## config.mk

```make
export PLATFORM = sky130hd
export DESIGN_NAME = ps2_host_tx
export DESIGN_NICKNAME = d
export VERILOG_FILES = /design/src/rtl/ps2_pkg.sv /design/src/rtl/ps2_line_sync.sv /design/src/rtl/ps2_host_tx.sv
export SDC_FILE = /design/constraint.sdc
export NUM_CORES = 1
export LEC_CHECK = 0
export BUFFER_PORTS_ARGS = -buffer_cell sky130_fd_sc_hd__buf_2
export CORE_MARGIN = 1.5
export CORE_UTILIZATION = 30
export DETAILED_ROUTE_END_ITERATION = 7
export PLACE_DENSITY_LB_ADDON = 0.08
export SLEW_MARGIN = 5
export SYNTH_ARGS = -nofsm -noshare
export SYNTH_HDL_FRONTEND = slang
export SYNTH_HIERARCHICAL = 1
export SYNTH_SLANG_ARGS = --single-unit
```

## constraint.sdc

```tcl
create_clock -name clk_in -period 4.2 [get_ports clk_in]
set_input_delay 0.42 -clock clk_in [delete_from_list [all_inputs] [get_ports clk_in]]
set_output_delay 0.42 -clock clk_in [all_outputs]
set_load 0.05 [all_outputs]
```

## src/rtl/ps2_pkg.sv

```systemverilog
// Shared PS/2 definitions: host-transmit FSM states, frame length, parity helper.
package ps2_pkg;

    typedef enum logic [2:0] {
        ST_IDLE,
        ST_INHIBIT,
        ST_REQ,
        ST_SHIFT,
        ST_ACK,
        ST_WAIT_IDLE,
        ST_DONE,
        ST_FAIL
    } state_t;

    // Device clock falling edges per host-to-device frame, including the ACK edge.
    localparam int unsigned PS2_FRAME_EDGES = 11;

    function automatic logic odd_parity(input logic [7:0] d);
        return ~^d;
    endfunction

endpackage

```

## src/rtl/ps2_line_sync.sv

```systemverilog
// Two-flop synchronizer for the PS/2 clock and data lines plus a falling-edge pulse.
module ps2_line_sync (
    input  logic clk,
    input  logic rst,
    input  logic ps2_clk,
    input  logic ps2_data,
    output logic clk_sync,
    output logic data_sync,
    output logic clk_fall
);

    logic [1:0] clk_pipe;
    logic [1:0] data_pipe;
    logic       clk_prev;

    // Flops reset to the idle (released, pulled-up) line level so no edge is seen out of reset.
    always_ff @(posedge clk or posedge rst) begin
        if (rst) begin
            clk_pipe  <= '1;
            data_pipe <= '1;
            clk_prev  <= 1'b1;
        end else begin
            clk_pipe  <= {clk_pipe[0], ps2_clk};
            data_pipe <= {data_pipe[0], ps2_data};
            clk_prev  <= clk_pipe[1];
        end
    end

    assign clk_sync  = clk_pipe[1];
    assign data_sync = data_pipe[1];
    assign clk_fall  = clk_prev & ~clk_pipe[1];

endmodule

```

## src/rtl/ps2_host_tx.sv

```systemverilog
// Host-to-device PS/2 command transmitter driving open-drain clock/data enables.
module ps2_host_tx
    import ps2_pkg::*;
#(
    parameter int unsigned INHIBIT_CYCLES = 5000,
    parameter int unsigned TIMEOUT_CYCLES = 1000000
) (
    input  logic       clk_in,
    input  logic       rst_in,
    input  logic       ps2_clk_in,
    input  logic       ps2_data_in,
    output logic       ps2_clk_oe_out,
    output logic       ps2_data_oe_out,
    input  logic [7:0] data_in,
    input  logic       start_in,
    output logic       busy_out,
    output logic       done_out,
    output logic       error_out
);

    localparam int unsigned INH_W = $clog2(INHIBIT_CYCLES + 1);
    localparam int unsigned TO_W  = $clog2(TIMEOUT_CYCLES + 1);
    localparam logic [INH_W-1:0] INH_LAST  = INH_W'(INHIBIT_CYCLES - 1);
    localparam logic [TO_W-1:0]  TO_LIMIT  = TO_W'(TIMEOUT_CYCLES);
    localparam logic [3:0]       LAST_SHIFT = 4'(PS2_FRAME_EDGES - 1);

    logic clk_sync, data_sync, clk_fall;

    ps2_line_sync u_sync (
        .clk       (clk_in),
        .rst       (rst_in),
        .ps2_clk   (ps2_clk_in),
        .ps2_data  (ps2_data_in),
        .clk_sync  (clk_sync),
        .data_sync (data_sync),
        .clk_fall  (clk_fall)
    );

    state_t           state, state_d;
    logic [8:0]       shift_reg, shift_d;
    logic [3:0]       edge_cnt, edge_d;
    logic [INH_W-1:0] inh_cnt, inh_d;
    logic [TO_W-1:0]  to_cnt, to_d;
    logic             clk_oe, clk_oe_d;
    logic             data_oe, data_oe_d;
    logic             busy, busy_d;
    logic             done, done_d;
    logic             err, err_d;

    always_ff @(posedge clk_in or posedge rst_in) begin
        if (rst_in) begin
            state     <= ST_IDLE;
            shift_reg <= '0;
            edge_cnt  <= '0;
            inh_cnt   <= '0;
            to_cnt    <= '0;
            clk_oe    <= 1'b0;
            data_oe   <= 1'b0;
            busy      <= 1'b0;
            done      <= 1'b0;
            err       <= 1'b0;
        end else begin
            state     <= state_d;
            shift_reg <= shift_d;
            edge_cnt  <= edge_d;
            inh_cnt   <= inh_d;
            to_cnt    <= to_d;
            clk_oe    <= clk_oe_d;
            data_oe   <= data_oe_d;
            busy      <= busy_d;
            done      <= done_d;
            err       <= err_d;
        end
    end

    always_comb begin
        state_d   = state;
        shift_d   = shift_reg;
        edge_d    = edge_cnt;
        inh_d     = inh_cnt;
        to_d      = (to_cnt == TO_LIMIT) ? to_cnt : to_cnt + 1'b1;
        data_oe_d = data_oe;

        case (state)
            ST_IDLE: begin
                to_d = '0;
                if (start_in) begin
                    shift_d = {odd_parity(data_in), data_in};
                    inh_d   = '0;
                    state_d = ST_INHIBIT;
                end
            end
            ST_INHIBIT: begin
                if (inh_cnt == INH_LAST) begin
                    edge_d  = '0;
                    to_d    = '0;
                    state_d = ST_REQ;
                end else begin
                    inh_d = inh_cnt + 1'b1;
                end
            end
            // Frame is shifted out LSB first with 1s filled in, so edge 10 releases the line as the stop bit.
            ST_REQ, ST_SHIFT: begin
                if (clk_fall) begin
                    edge_d    = edge_cnt + 4'd1;
                    to_d      = '0;
                    data_oe_d = ~shift_reg[0];
                    shift_d   = {1'b1, shift_reg[8:1]};
                    state_d   = (edge_cnt + 4'd1 == LAST_SHIFT) ? ST_ACK : ST_SHIFT;
                end else if (to_cnt == TO_LIMIT) begin
                    state_d = ST_FAIL;
                end
            end
            ST_ACK: begin
                if (clk_fall) begin
                    edge_d  = edge_cnt + 4'd1;
                    to_d    = '0;
                    state_d = data_sync ? ST_FAIL : ST_WAIT_IDLE;
                end else if (to_cnt == TO_LIMIT) begin
                    state_d = ST_FAIL;
                end
            end
            ST_WAIT_IDLE: begin
                if (clk_sync && data_sync) begin
                    state_d = ST_DONE;
                end else if (to_cnt == TO_LIMIT) begin
                    state_d = ST_FAIL;
                end
            end
            ST_DONE, ST_FAIL: state_d = ST_IDLE;
            default:          state_d = ST_IDLE;
        endcase

        if (state_d == ST_REQ) begin
            data_oe_d = 1'b1;
        end else if (state_d != ST_SHIFT && state_d != ST_ACK) begin
            data_oe_d = 1'b0;
        end
        clk_oe_d = (state_d == ST_INHIBIT);
        busy_d   = (state_d != ST_IDLE);
        done_d   = (state_d == ST_DONE);
        err_d    = (state_d == ST_FAIL);
    end

    assign ps2_clk_oe_out  = clk_oe;
    assign ps2_data_oe_out = data_oe;
    assign busy_out        = busy;
    assign done_out        = done;
    assign error_out       = err;

endmodule

```

# Word-level counts from Yosys, hierarchy flattened
# Cells that the tools add are included.
# op_classes
addsub	3
n_eq_ne	21
muxes	26
n_bitwise	3
n_reduce_logical	17
# op_table
operator	count
$mux 20	3
$pmux 20 s3	1
$mux 13	2
$pmux 13 s2	1
$mux 3	7
$add 20x1->20 const B	1
$eq 20x20->1 const B	1
$eq 3x3->1 const B	6
$mux 9	2
$pmux 3 s6	1
$pmux 9 s2	1
$add 13x1->13 const B	1
$eq 13x13->1 const B	1
$eq 3x2->1 const B	3
$reduce_and 3->1	3
$reduce_bool 3->1	3
$mux 4	2
$ne 2x2->1 const B	4
$pmux 4 s2	1
$reduce_xnor 8->1	1
$eq 3x1->1 const B	2
$reduce_bool 2->1	3
$add 4x1->4 const B	1
$eq 4x4->1 const B	1
12 further kinds	18
# totals
reg_bits	59
input_bits	13
output_inout_bits	5
word_cells	83

# Longest topological paths before layout
# depth
word_depth	9
mapped_depth	8
ltp_nobuf	8

# By module
# Netlist, hierarchy kept.
# modules_own_cells
mod	instances	cells_each	area_per_inst_um2	seq_area_each_um2
ps2_host_tx	1	327	3011.6	1351.3
ps2_line_sync	1	7	148.9	131.4

# Least setup slack after synthesis
# Ideal clock, no wire load.
# synth_timing
path_type	flip-flop to flip-flop
start	reg to_cnt[0]
end	reg data_oe (netlist: ps2_data_oe_out)
setup_time_ns	0.118
arrival_time_ns	2.205
required_ns	4.082
path_slack_ns	1.877
path_stages_with_launch	9
path_cell_list	dfrtp_1 > inv_1 > ha_1 > or4b_1 > nor4_2 > a211oi_1 > o221a_2 > o311a_1 > a21o_1
# synth_between
elab_chain_cells	8
elab_cells_between_ends	15
cone_classes	eq/ne: 4; mux: 7; reduce/logical: 4
# synth_lines
element	line_no	rtl
start, declared	ps2_host_tx.sv:43	logic [TO_W-1:0] to_cnt, to_d;
start signal, assigned	ps2_host_tx.sv:67	to_cnt <= to_d;
$eq 20x20->1 (*)	ps2_host_tx.sv:110, ps2_host_tx.sv:119, ps2_host_tx.sv:126	
$mux 3 (*)	ps2_host_tx.sv:110, ps2_host_tx.sv:119, ps2_host_tx.sv:126	
$mux 3, on equally long branches	ps2_host_tx.sv:124, ps2_host_tx.sv:104, ps2_host_tx.sv:115	
$pmux 3 s6 (*)	ps2_host_tx.sv:84	case (state)
$ne 3x2->1 or $ne 3x3->1 (tied branches)	ps2_host_tx.sv:136	end else if (state_d != ST_SHIFT && state_d != ST_ACK) begin
$logic_and 1x1->1	ps2_host_tx.sv:136	
$reduce_bool 3->1 (no source line) or $mux 1 (tied branches)	-	
$reduce_and 2->1 (no source line) or $mux 1 (tied branches)	-	
end signal, assigned	ps2_host_tx.sv:69	data_oe <= data_oe_d;
end, declared	ps2_host_tx.sv:45	logic data_oe, data_oe_d;
# Mark *: on every way between the ends. The rest lies on a longest branch, timed or not.
# A chain may end at the register's enable or synchronous reset.

# Worst setup path in the final report
# layout_timing
start	reg inh_cnt[3]
end	reg edge_cnt[3]
# layout_between
elab_chain_cells	3
# layout_lines
element	line_no	rtl
start, declared	ps2_host_tx.sv:42	logic [INH_W-1:0] inh_cnt, inh_d;
start signal, assigned	ps2_host_tx.sv:66	inh_cnt <= inh_d;
$eq 13x13->1	ps2_host_tx.sv:94	if (inh_cnt == INH_LAST) begin
$ne 2x2->1 (no source line)	-	
$reduce_and 3->1 (no source line)	-	
end signal, assigned	ps2_host_tx.sv:65	edge_cnt <= edge_d;
end, declared	ps2_host_tx.sv:41	logic [3:0] edge_cnt, edge_d;
# No other way between the ends.

==> flow_metrics.py <==
metrics = {
    "status": {
        "outcome": "finished clean",
    },
    "synth": {
        "synthMuxAreaShare_pct": 3.48,
        "yosys.area_share.simple_pct": 25.1,
        "async_flop_share_pct": 100,
        "synth_xor_area_share_pct": 8.59,
        "synth_top_family_by_area": "simple AND/OR/NAND/NOR gates",
        "ys_types": 53,
        "syn_area_mm2": 0.00316,
        "avgSynthCellArea_um2": 9.46,
        "synthFlopType": "dfrtp_1",
        "synth-compound-area-share_pct": 10.6,
        "synth-adder-area-share_pct": 1.98,
        "synth-seq-cells": 59,
        "ys.warnings.count": 6,
        "seq_area_frac_synth_pct": 46.9,
        "netlist_instances": 334,
        "synth_nets": 352,
        "synth_edf_count": 0,
    },
    "sta": {
        "slew_headroom_pct": 29.7,
        "max_freq_mhz": 357,
        "setup_violations": 0,
        "post-route-period-util_pct": 66.7,
        "rsz0062_at_grt": "no",
        "min_period_ps": 2800,
        "worst_slew_pin_slew_ps": 1060,
        "report.final.slew_viol_count": 0,
        "fin_setup_tns_ps": 0,
        "hold_violations": 0,
        "fin_skew_ps": 10.9,
    },
    "clock_network": {
        "clockRootBuffer": "clkbuf_8",
        "cts_resized": 0,
        "htree_levels": 3,
        "cts_hold_buf": 0,
        "path_clk_slew_ps": 70,
        "worstSkewPairLatency_ps": 340,
        "cts_num_sinks": 59,
        "cts_buffers": 9,
        "cts_setup_buffers": 0,
        "cts_buffer_depth": 2,
        "cts_tree": "done",
    },
    "drt": {
        "drtAntennaViolNets": 0,
        "drt_wl_total_um": 6790,
        "drt-met1-wl_um": 3400,
        "num_vias": 2342,
        "wl_met3_um": 173,
        "wl_met2_um": 3110,
        "drt_iter0_markers": 82,
        "drc": 0,
        "wire_per_inst_um": 13.8,
        "via_per_inst": 4.77,
        "top_layer_used": "met4",
        "drtPass1Iterations": 4,
    },
    "final_layout": {
        "diodes": 0,
        "drive_gt1_share_pct": 13.2,
        "largest_register_ffs": 20,
        "final_common_cell": "dfrtp_1",
        "area_growth_syn_to_layout_pct": 12.7,
        "fin_area_mm2": 0.00356,
        "multi_input_area_mm2": 0.00157,
        "fillCellCount": 1055,
        "fin_nets": 368,
        "mostFrequentLayoutCells": "dfrtp_1, nor2_1, nand2_1, xor2_1, o21ai_0",
        "seqCellArea_mm2": 0.00148,
    },
    "global_route": {
        "grt_pass1_wl_um": 12000,
        "grt_max_degree": 30,
        "track_usage_pct": 13.7,
        "overflow": 0,
        "antenna_found_initial": 0,
        "grt_pass1_vias": 2442,
    },
    "worst_setup_path": {
        "reg2regPathDepth": 6,
        "crit_type": "reg -> reg",
        "slowest_delay_ps": 580,
        "crit_path_top_delay_cell": "or4_1",
        "worstPathCellList": "or4_1, or3_4, o22a_1, o21ai_2, nand2_1, a221o_1",
        "crit_arrival_ps": 3020,
        "r2r_slack_ps": 1400,
        "worst_setup_path_end_kind": "flip-flop",
        "start_kind": "flip-flop",
        "r2r_start": "inh_cnt[3]$_DFFE_PP0P_",
        "worst-path-max-fanout": 13,
        "rr_endpoint": "edge_cnt[3]$_DFFE_PP0P_",
        "required_ps": 4420,
    },
    "floorplanning": {
        "die_w_um": 106,
        "die_y_um": 106,
        "io_pins": 18,
        "die_area_mm2": 0.0112,
        "num_rows": 37,
        "initial_core_util_pct": 30.8,
        "core_area_mm2": 0.0103,
    },
    "pwr": {
        "ir_drop_v": 0.000167,
        "leakage_nw": 1.60,
        "pwr_density_cell_mw_per_mm2": 464,
    },
    "worst_hold_path": {
        "hp-class": "in -> async",
    },
    "flow_run": {
        "maxCapViolCount": 0,
    },
    "place": {
        "place_area_mm2": 0.00337,
        "gp_congestion": 0.750,
        "dp_hpwl_um": 4630,
        "port_buffers": 17,
    },
}
-- layer usage --
layer	GRT usage, %	vias up
li1	-	1195
met2	21.1	29
met3	3.03	10
met1	18.6	1108
met4	5.79	0
met5	0	-
-- worst max-delay path: cells and delay by family, from the launching register on --
family,cells,cell delay (ps)
compound gates,3,1090
flops,1,480
simple gates,3,1100
-- cell families (layout without fill, tap and decap cells) --
| family | count (synthesis) | count (layout) |
|---|---|---|
| mux | 11 | 11 |
| compound gates | 54 | 54 |
| flops | 59 | 59 |
| buf+inv | 25 | 46 |
| fa+ha+maj | 5 | 5 |
| xor+xnor | 31 | 31 |
| simple gates | 149 | 149 |
-- where the power goes --
part           internal, W  switching, W
Clock             0.000287      0.000236
Sequential        0.000659     0.0000819
Combinational     0.000139      0.000247
Total              0.00109      0.000564
-- cells in the mapped netlist, types with 2 or more instances --
| cell | count | area, um2 |
|---|---|---|
| dfrtp_1 | 54 | 1350 |
| nor2_1 | 37 | 139 |
| nand2_1 | 32 | 120 |
| xor2_1 | 22 | 193 |
| o21ai_0 | 20 | 100 |
| nand3_1 | 14 | 70.1 |
| a21oi_1 | 13 | 65.1 |
| inv_1 | 11 | 41.3 |
| mux2i_1 | 11 | 110 |
| nand4_1 | 10 | 62.6 |
| clkbuf_1 | 9 | 33.8 |
| xnor2_1 | 9 | 78.8 |
| or3_1 | 7 | 43.8 |
| and2_1 | 6 | 37.5 |
| nand2b_1 | 6 | 37.5 |
| nor2b_1 | 6 | 37.5 |
| dfstp_2 | 5 | 131 |
| ha_1 | 5 | 62.6 |
| nor3_1 | 5 | 25.0 |
| and3_1 | 4 | 25.0 |
| and4_1 | 4 | 35.0 |
| nor3b_1 | 4 | 30.0 |
| a21o_1 | 3 | 22.5 |
| buf_2 | 3 | 15.0 |
| a211oi_1 | 2 | 15.0 |
| nand3b_1 | 2 | 15.0 |
| nor4_1 | 2 | 12.5 |
| o22ai_1 | 2 | 12.5 |
| o31ai_1 | 2 | 15.0 |
-- metrics by stage --
stage | setup WS, ps | util, % | instances | power (W) | hold WS [ps]
floorplan | 1880 | - | 334 | 0.00105 | 345
detailed placement | 1410 | 32.8 | 475 | 0.00114 | 347
global placement | 1460 | 32.8 | 475 | 0.00114 | 347
finish | 1400 | 34.6 | 491 | 0.00165 | 154
global route | 1220 | 34.6 | 491 | 0.00178 | 151
CTS | 1390 | 34.6 | 491 | 0.00168 | 167
-- worst max-delay path by stage --
stage	start	end	slack [ps]	depth (start not counted)
global placement	inh_cnt[3]$_DFFE_PP0P_	edge_cnt[3]$_DFFE_PP0P_	1460	6
floorplan	to_cnt[0]$_DFF_PP0_	ps2_data_oe_out$_DFFE_PP0P_	1880	8
CTS	inh_cnt[3]$_DFFE_PP0P_	edge_cnt[3]$_DFFE_PP0P_	1390	6
global route	inh_cnt[3]$_DFFE_PP0P_	edge_cnt[3]$_DFFE_PP0P_	1220	6
detailed placement	inh_cnt[3]$_DFFE_PP0P_	edge_cnt[3]$_DFFE_PP0P_	1410	6
finish	inh_cnt[3]$_DFFE_PP0P_	edge_cnt[3]$_DFFE_PP0P_	1400	6
-- final cells by class --
type / instances / share of cell area, %
Timing Repair Buffer: 19 / 2.81
Clock buffer: 11 / 3.97
Clock inverter: 5 / 1.48
Multi-Input combinational cell: 250 / 44.2
Inverter: 11 / 1.16
Sequential cell: 59 / 41.6
Tap cell: 136 / 4.78
Power figures use the tool's default switching activity.
